<file path="src/rtl/snow64_instr_fetch.sv">
// snow64_instr_fetch: fetch stage that issues one request at a time to the instruction cache and buffers hits for decode.
// Ports:
//   clk, rst_n                       clock and asynchronous active-low reset
//   out_icache_req, out_icache_addr  read request and byte address to the cache
//   in_icache_valid, in_icache_instr hit and instruction for the request captured on the previous edge
//   in_redirect, in_redirect_pc      flush the buffer and restart fetch at a new PC
//   out_instr_valid/out_instr/out_instr_pc, in_instr_ready  head of the instruction buffer, valid/ready handshake
// Optional: define SNOW64_INSTR_FETCH_PERF_COUNTERS_EN to add out_perf_fetched and out_perf_reissues.
module snow64_instr_fetch #(
    parameter int          FIFO_DEPTH = 4,
    parameter logic [63:0] RESET_PC   = 64'h0
) (
    input  logic        clk,
    input  logic        rst_n,
    output logic        out_icache_req,
    output logic [63:0] out_icache_addr,
    input  logic        in_icache_valid,
    input  logic [31:0] in_icache_instr,
    input  logic        in_redirect,
    input  logic [63:0] in_redirect_pc,
    output logic        out_instr_valid,
    output logic [31:0] out_instr,
    output logic [63:0] out_instr_pc,
    input  logic        in_instr_ready
`ifdef SNOW64_INSTR_FETCH_PERF_COUNTERS_EN
    ,
    output logic [31:0] out_perf_fetched,
    output logic [31:0] out_perf_reissues
`endif
);
    localparam int AW = $clog2(FIFO_DEPTH);
    localparam logic [AW:0] FULL = FIFO_DEPTH[AW:0];

    typedef enum logic {StIssue, StCheck} state_t;

    state_t        state, state_next;
    logic [63:0]   pc;
    logic [31:0]   mem_instr [FIFO_DEPTH];
    logic [63:0]   mem_pc    [FIFO_DEPTH];
    logic [AW-1:0] wr_ptr, rd_ptr;
    logic [AW:0]   count;
    logic          not_full, push, pop;

    assign not_full        = count < FULL;
    assign out_icache_addr = pc;
    assign out_instr_valid = count != '0;
    assign out_instr       = mem_instr[rd_ptr];
    assign out_instr_pc    = mem_pc[rd_ptr];

    always_ff @(posedge clk or negedge rst_n)
        if (!rst_n) state <= StIssue;
        else        state <= state_next;

    // The request is held low while reset is asserted even though the FSM already sits in StIssue.
    always_comb begin
        state_next     = in_redirect ? StIssue : (state == StIssue && not_full) ? StCheck : StIssue;
        out_icache_req = rst_n && state == StIssue && not_full;
        push           = state == StCheck && in_icache_valid && !in_redirect;
        pop            = out_instr_valid && in_instr_ready && !in_redirect;
    end

    always_ff @(posedge clk or negedge rst_n) begin
        if (!rst_n) begin
            pc     <= RESET_PC;
            count  <= '0;
            wr_ptr <= '0;
            rd_ptr <= '0;
            for (int i = 0; i < FIFO_DEPTH; i++) begin
                mem_instr[i] <= '0;
                mem_pc[i]    <= '0;
            end
        end else if (in_redirect) begin
            pc     <= in_redirect_pc & ~64'h3;
            count  <= '0;
            wr_ptr <= '0;
            rd_ptr <= '0;
        end else begin
            if (push) begin
                mem_instr[wr_ptr] <= in_icache_instr;
                mem_pc[wr_ptr]    <= pc;
                wr_ptr            <= wr_ptr + 1'b1;
                pc                <= pc + 64'd4;
            end
            if (pop) rd_ptr <= rd_ptr + 1'b1;
            count <= count + {{AW{1'b0}}, push} - {{AW{1'b0}}, pop};
        end
    end

`ifdef SNOW64_INSTR_FETCH_PERF_COUNTERS_EN
    always_ff @(posedge clk or negedge rst_n) begin
        if (!rst_n) begin
            out_perf_fetched  <= '0;
            out_perf_reissues <= '0;
        end else begin
            if (push) out_perf_fetched <= out_perf_fetched + 32'd1;
            if (state == StCheck && !in_icache_valid) out_perf_reissues <= out_perf_reissues + 32'd1;
        end
    end
`endif
endmodule

</file>
<file path="config.mk">
export PLATFORM = sky130hd
export DESIGN_NAME = snow64_instr_fetch
export DESIGN_NICKNAME = d
export VERILOG_FILES = /design/src/rtl/snow64_instr_fetch.sv
export SDC_FILE = /design/constraint.sdc
export NUM_CORES = 1
export LEC_CHECK = 0
export ABC_AREA = 1
export CORE_MARGIN = 2
export CORE_UTILIZATION = 60
export DETAILED_ROUTE_END_ITERATION = 16
export PLACE_DENSITY = 0.87
export SLEW_MARGIN = 10
export SYNTH_ARGS = -nofsm -noshare
export SYNTH_HDL_FRONTEND = slang
export SYNTH_SLANG_ARGS = --single-unit
</file>
<file path="constraint.sdc">
create_clock -name clk -period 3.2 [get_ports clk]
set_input_delay 0.48 -clock clk [delete_from_list [all_inputs] [get_ports clk]]
set_output_delay 0.48 -clock clk [all_outputs]
set_load 0.005 [all_outputs]
</file>
# [Yosys cells after proc, flatten, opt, wreduce, memory -nomap -nowiden]
# Index checks and enable logic that the tools add are counted.
[word_totals] output_inout_bits=162 inputBits=101 regBits=456
[op_classes] addsub=5 order_cmp=4 bitwise=4 n_mux=21 n_reduce_logical=13
[ops] operator="$mux 64" n=5
[ops] operator="$bwmux 256" n=1
[ops] operator="$bmux 64 s2" n=1
[ops] operator="$bwmux 128" n=1
[ops] operator="$demux 64 s2" n=1
[ops] operator="$mux 32" n=3
[ops] operator="$add 64x3->64 const B" n=1
[ops] operator="$bmux 32 s2" n=1
[ops] operator="$demux 32 s2" n=1
[ops] operator="$logic_and 1x1->1" n=8
[ops] operator="$mux 2" n=4
[ops] operator="$ge 3x3->1 const B" n=2
[ops] operator="$not 2->3" n=2
[ops] operator="$add 2x1->2 const B" n=2
[ops] operator="$reduce_bool 2->1" n=2
[ops] operator="$add 3x1->3" n=1
[ops] operator="$lt 3x1->1 const B" n=1
[ops] operator="$lt 3x3->1 const B" n=1
[ops] operator="$mux 3" n=1
[ops] operator="$reduce_bool 3->1" n=1
[ops] operator="$sub 3x1->3" n=1
[ops] operator="$mux 1" n=2
[ops] operator="$not 1->1" n=2
[ops] operator="$reduce_and 2->1" n=1
[ops] operator="$logic_not 1->1" n=1

# [Depth between registers and ports, before layout]
[logic_depth] ltp_word=6 depth_mapped=11 depth_no_buf=11

# [Least setup slack after synthesis]
# Ideal clock, no wire load.
[synth_path] kind="input to register" startpoint="input port in_icache_valid" endpoint="register count[2]" path_slack_ps=1040 path_stages=11 arrival_ps=2035 required_ps=3076 cell_sequence="nand2_2 > nor2_4 > inv_1 > clkbuf_1 > ha_1 > inv_1 > ha_1 > inv_1 > fa_1 > o21ai_0 > a21oi_1"
[synth_via] elab_chain_len=5
[synth_lines] item="start: declaration" line="17" source="input logic in_icache_valid,"
[synth_lines] item="$logic_and 1x1->1 (2 in series)" line="58" source="push = state == StCheck && in_icache_valid && !in_redirect;"
[synth_lines] item="$add 3x1->3" line="85" source="count <= count + {{AW{1'b0}}, push} - {{AW{1'b0}}, pop};"
[synth_lines] item="$sub 3x1->3" line="85"
[synth_lines] item="$mux 3" line="72" source="end else if (in_redirect) begin"
[synth_lines] item="end signal: assignment" line="85"
[synth_lines] item="end: declaration" line="41" source="logic [AW:0] count;"
# Every way passes these cells.
# A chain may end at the register's enable or synchronous reset.

# [Worst setup path after layout]
[layout_path] startpoint="register rd_ptr[1]" endpoint="output port out_instr_pc[55]"
[layout_via] elab_chain_len=4
[layout_lines] item="start: declaration" line="40" source="logic [AW-1:0] wr_ptr, rd_ptr;"
[layout_lines] item="start signal: assignment" line="84" source="if (pop) rd_ptr <= rd_ptr + 1'b1;"
[layout_lines] item="$not 2->3 (implied by the code)" line="48" source="assign out_instr_pc = mem_pc[rd_ptr];"
[layout_lines] item="$bmux 64 s2" line="48"
[layout_lines] item="$mux 64 (implied by the code) (2 in series)" line="48"
[layout_lines] item="end: declaration" line="23" source="output logic [63:0] out_instr_pc,"
# Every way passes these cells. The select of a mux whose other input is x is not followed.

==> results.json <==
{
  "status": "finished clean",
  "yosys_register_bits": 446,
  "ys_top_cells_by_area": "dfrtp_1, o21ai_0, nand2_1",
  "areaGrowthSynthToFinish_pct": 22.1,
  "ys.flop_type": "dfrtp_1",
  "grt_pass1_wl_mm": 105,
  "n_antenna_cell": 0,
  "finalSetupViolations": 0,
  "skew_ns": 0.0141,
  "ys_top_cells_by_count": "nand2_1, o21ai_0, dfrtp_1, nor2_1, inv_1",
  "ioPinCount": 263,
  "synth_edf_count": 0,
  "initial_utilization": 0.610,
  "dieArea_mm2": 0.0366,
  "io_buffer_count": 256,
  "fmax_mhz": 320,
  "netlist.area_leader.share": 0.530,
  "switching_share": 0.330,
  "synth_most_common_cell": "nand2_1",
  "drc_errors": 0,
  "power_density_mw_per_mm2": 804,
  "tns_ns": 0,
  "final.period_utilization": 0.975,
  "die_w_um": 191,
  "power_frac_clock": 0.287,
  "fin_crit_ns": 3.12,
  "grt_overflow_total": 0,
  "grt_start_max_net_pins": 152,
  "root_buffer": "clkbuf_16",
  "syn_avg_cell_area_um2": 7.95,
  "syn_inst": 2648,
  "antenna_found_initial": 0,
  "dp_hpwl_mm": 43.2,
  "insertion_delay_ns": 0.56,
  "tightest_slew_ns": 1.03,
  "p_leak_nw": 12.0,
  "p_switching_mw": 6.84,
  "routedWlPerCell_um": 20.2,
  "viasPerCell": 6.04,
  "startpoint_type": "flip-flop",
  "cts.sinks": 446,
  "drive_above_1_share": 0.0551,
  "num_rows": 68,
  "timing.max_cap.violations": 0,
  "cts_tree": "yes",
  "layoutNonFillerInstCount": 3320,
  "gr-usage-all-layers": 0.368,
  "ys_types": 35,
  "cp_max_fo": 19,
  "final_hold_viol_count": 0,
  "arrival_ns": 2.64,
  "drtAntennaViolNets": 0,
  "wirelength_mm": 67.0,
  "clk_pin_slew_worst_paths_ns": 0.06,
  "required_ns": 2.72,
  "place_congestion": 0.982,
  "hp-class": "in -> reg",
  "drv_slew": 0,
  "crit_type": "reg -> out",
  "rsz0062_at_grt": "no",
  "ys_warn_count": 0,
  "ys_seq_area_frac": 0.530,
  "cts_inserted_buffers": 46,
  "end_kind": "output port",
  "design.core.area_mm2": 0.0345,
  "p_seq_frac": 0.381,
  "dp.cells": 3234,
  "slew_headroom": 0.314,
  "ir_worst_vdd_mv": 0.585,
  "fp.dieH_um": 191,
  "cts_buffer_depth": 3,
  "grt_pass1_vias": 19369,
  "num_vias": 20058,
  "finalNetCount": 2937,
  "async_reset_ff_frac": 1.00,
  "drtPass1Iterations": 5,
  "combPwrFrac": 0.332,
  "htreeDepth": 2,
  "p_int_mw": 13.9,
  "yosys.area.top_type": "dfrtp_1",
  "drt-initial-drc-count": 2095,
  "syn_area_mm2": 0.0211
}
## what timing repair did
action / CTS / global route
setup buffers: 0 / 0
gates resized for setup: 0 / 2
endpoints found under the setup margin: 0 / 2
hold endpoints to repair: 12 / 0
hold buffers: 1 / 0
## layout by cell type, fill, tap and decap left out, types with 3 or more instances in the layout
| cell | synthesis | final |
|---|---|---|
| inv_2 | 2 | 3 |
| o22ai_1 | 94 | 94 |
| clkbuf_16 | 0 | 47 |
| inv_1 | 162 | 161 |
| nand2_4 | 4 | 8 |
| nor2_2 | 7 | 8 |
| nand3_1 | 75 | 75 |
| nor3_1 | 3 | 3 |
| clkbuf_8 | 0 | 10 |
| clkbuf_1 | 110 | 3 |
| nor2_1 | 304 | 303 |
| a21oi_1 | 7 | 7 |
| clkinv_4 | 0 | 4 |
| dfrtp_1 | 446 | 444 |
| o211ai_1 | 14 | 14 |
| clkinv_2 | 0 | 10 |
| o21ai_1 | 3 | 3 |
| bufinv_16 | 0 | 9 |
| nand4_1 | 11 | 11 |
| o221ai_1 | 7 | 7 |
| xor2_1 | 17 | 17 |
| nand2_2 | 8 | 5 |
| clkdlybuf4s50_1 | 0 | 254 |
| conb_1 | 1 | 4 |
| nor2_4 | 8 | 8 |
| buf_12 | 0 | 15 |
| o21ai_0 | 609 | 609 |
| ha_1 | 7 | 7 |
| nand2_1 | 682 | 681 |
| buf_4 | 4 | 20 |
## worst paths after layout
path | from | end | slack [ns] | cells past startpoint
setup / recovery | rd_ptr[1] | out_instr_pc[55] | 0.08 | 5
hold / removal | in_redirect | count[1] | 0.27 | 2
setup reg to reg | count[2] | count[2] | 0.78 | 10
hold reg to reg | state | state | 0.47 | 1
max in group asynchronous | rst_n | mem_pc[40] | 1.18 | 4
min in group asynchronous | rst_n | mem_instr[88] | 0.35 | 2
## layout make-up
type / count / area (um2)
repair buffers: 294 / 3050
clock inverters: 25 / 372
flip-flops and latches: 446 / 11200
multi-input cells: 1874 / 8620
well taps: 455 / 569
fillers: 2425 / 8820
clock buffers: 60 / 1330
inverters: 166 / 626
## kinds of logic (layout without fill, tap and decap cells)
logic type | after synthesis | count (layout) | share of synthesized area
AND/OR/NAND/NOR | 1106 | 1106 | 0.210
AO/OA/AOI/OAI | 738 | 738 | 0.184
flip-flops | 446 | 446 | 0.530
buffers and inverters | 331 | 545 | 0.0626
XOR/XNOR | 18 | 18 | 0.00748
adder cells (fa/ha/maj) | 8 | 8 | 0.00511
other | 1 | 4 | 0.000178
## per-stage QoR
| stage | instance area [um2] | hold slack [ns] | util | power, mW | worst slack, ns |
|---|---|---|---|---|---|
| finish | 25700 | 0.268 | 0.745 | 20.7 | 0.0795 |
| global route | 25700 | 0.290 | 0.745 | 21.7 | 0.00724 |
| CTS | 25700 | 0.257 | 0.744 | 20.6 | 0.0921 |
| detailed placement | 24000 | 0.325 | 0.695 | 14.6 | 0.486 |
| global placement | 24000 | 0.323 | 0.695 | 14.3 | 0.480 |
| floorplan | 21100 | 0.184 | - | 10.8 | 1.04 |
## power by group through the flow
stage / logic (mW) / clock network, mW / registers (mW)
6_report: 6.87 / 5.94 / 7.88
5_1_grt: 7.49 / 6.20 / 8.03
4_1_cts: 6.81 / 5.96 / 7.86
3_5_place_dp: 6.66 / 0 / 7.91
3_3_place_gp: 6.48 / 0 / 7.84
2_1_floorplan: 3.20 / 0 / 7.64
## sequential cells by signal (all words and copies together) (netlist names)
register	count
mem_pc	248
out_icache_addr	62
state	1
count	3
mem_instr	128
wr_ptr	2
rd_ptr	2
## routing by layer
layer | part of all wire | vias up | global-route usage
met2 | 0.46 | 1247 | 0.578
met1 | 0.40 | 9589 | 0.524
met4 | 0.041 | 0 | 0.143
met5 | 0 | - | 0
li1 | - | 9060 | -
met3 | 0.10 | 162 | 0.0481
## worst max-delay path: stages (launching register included)
cell	delay, ns
dfrtp_2	0.45
inv_2	0.24
buf_4	0.31
o21ai_0	0.16
o22ai_1	0.32
clkdlybuf4s50_1	0.58
Power figures use the tool's default switching activity.
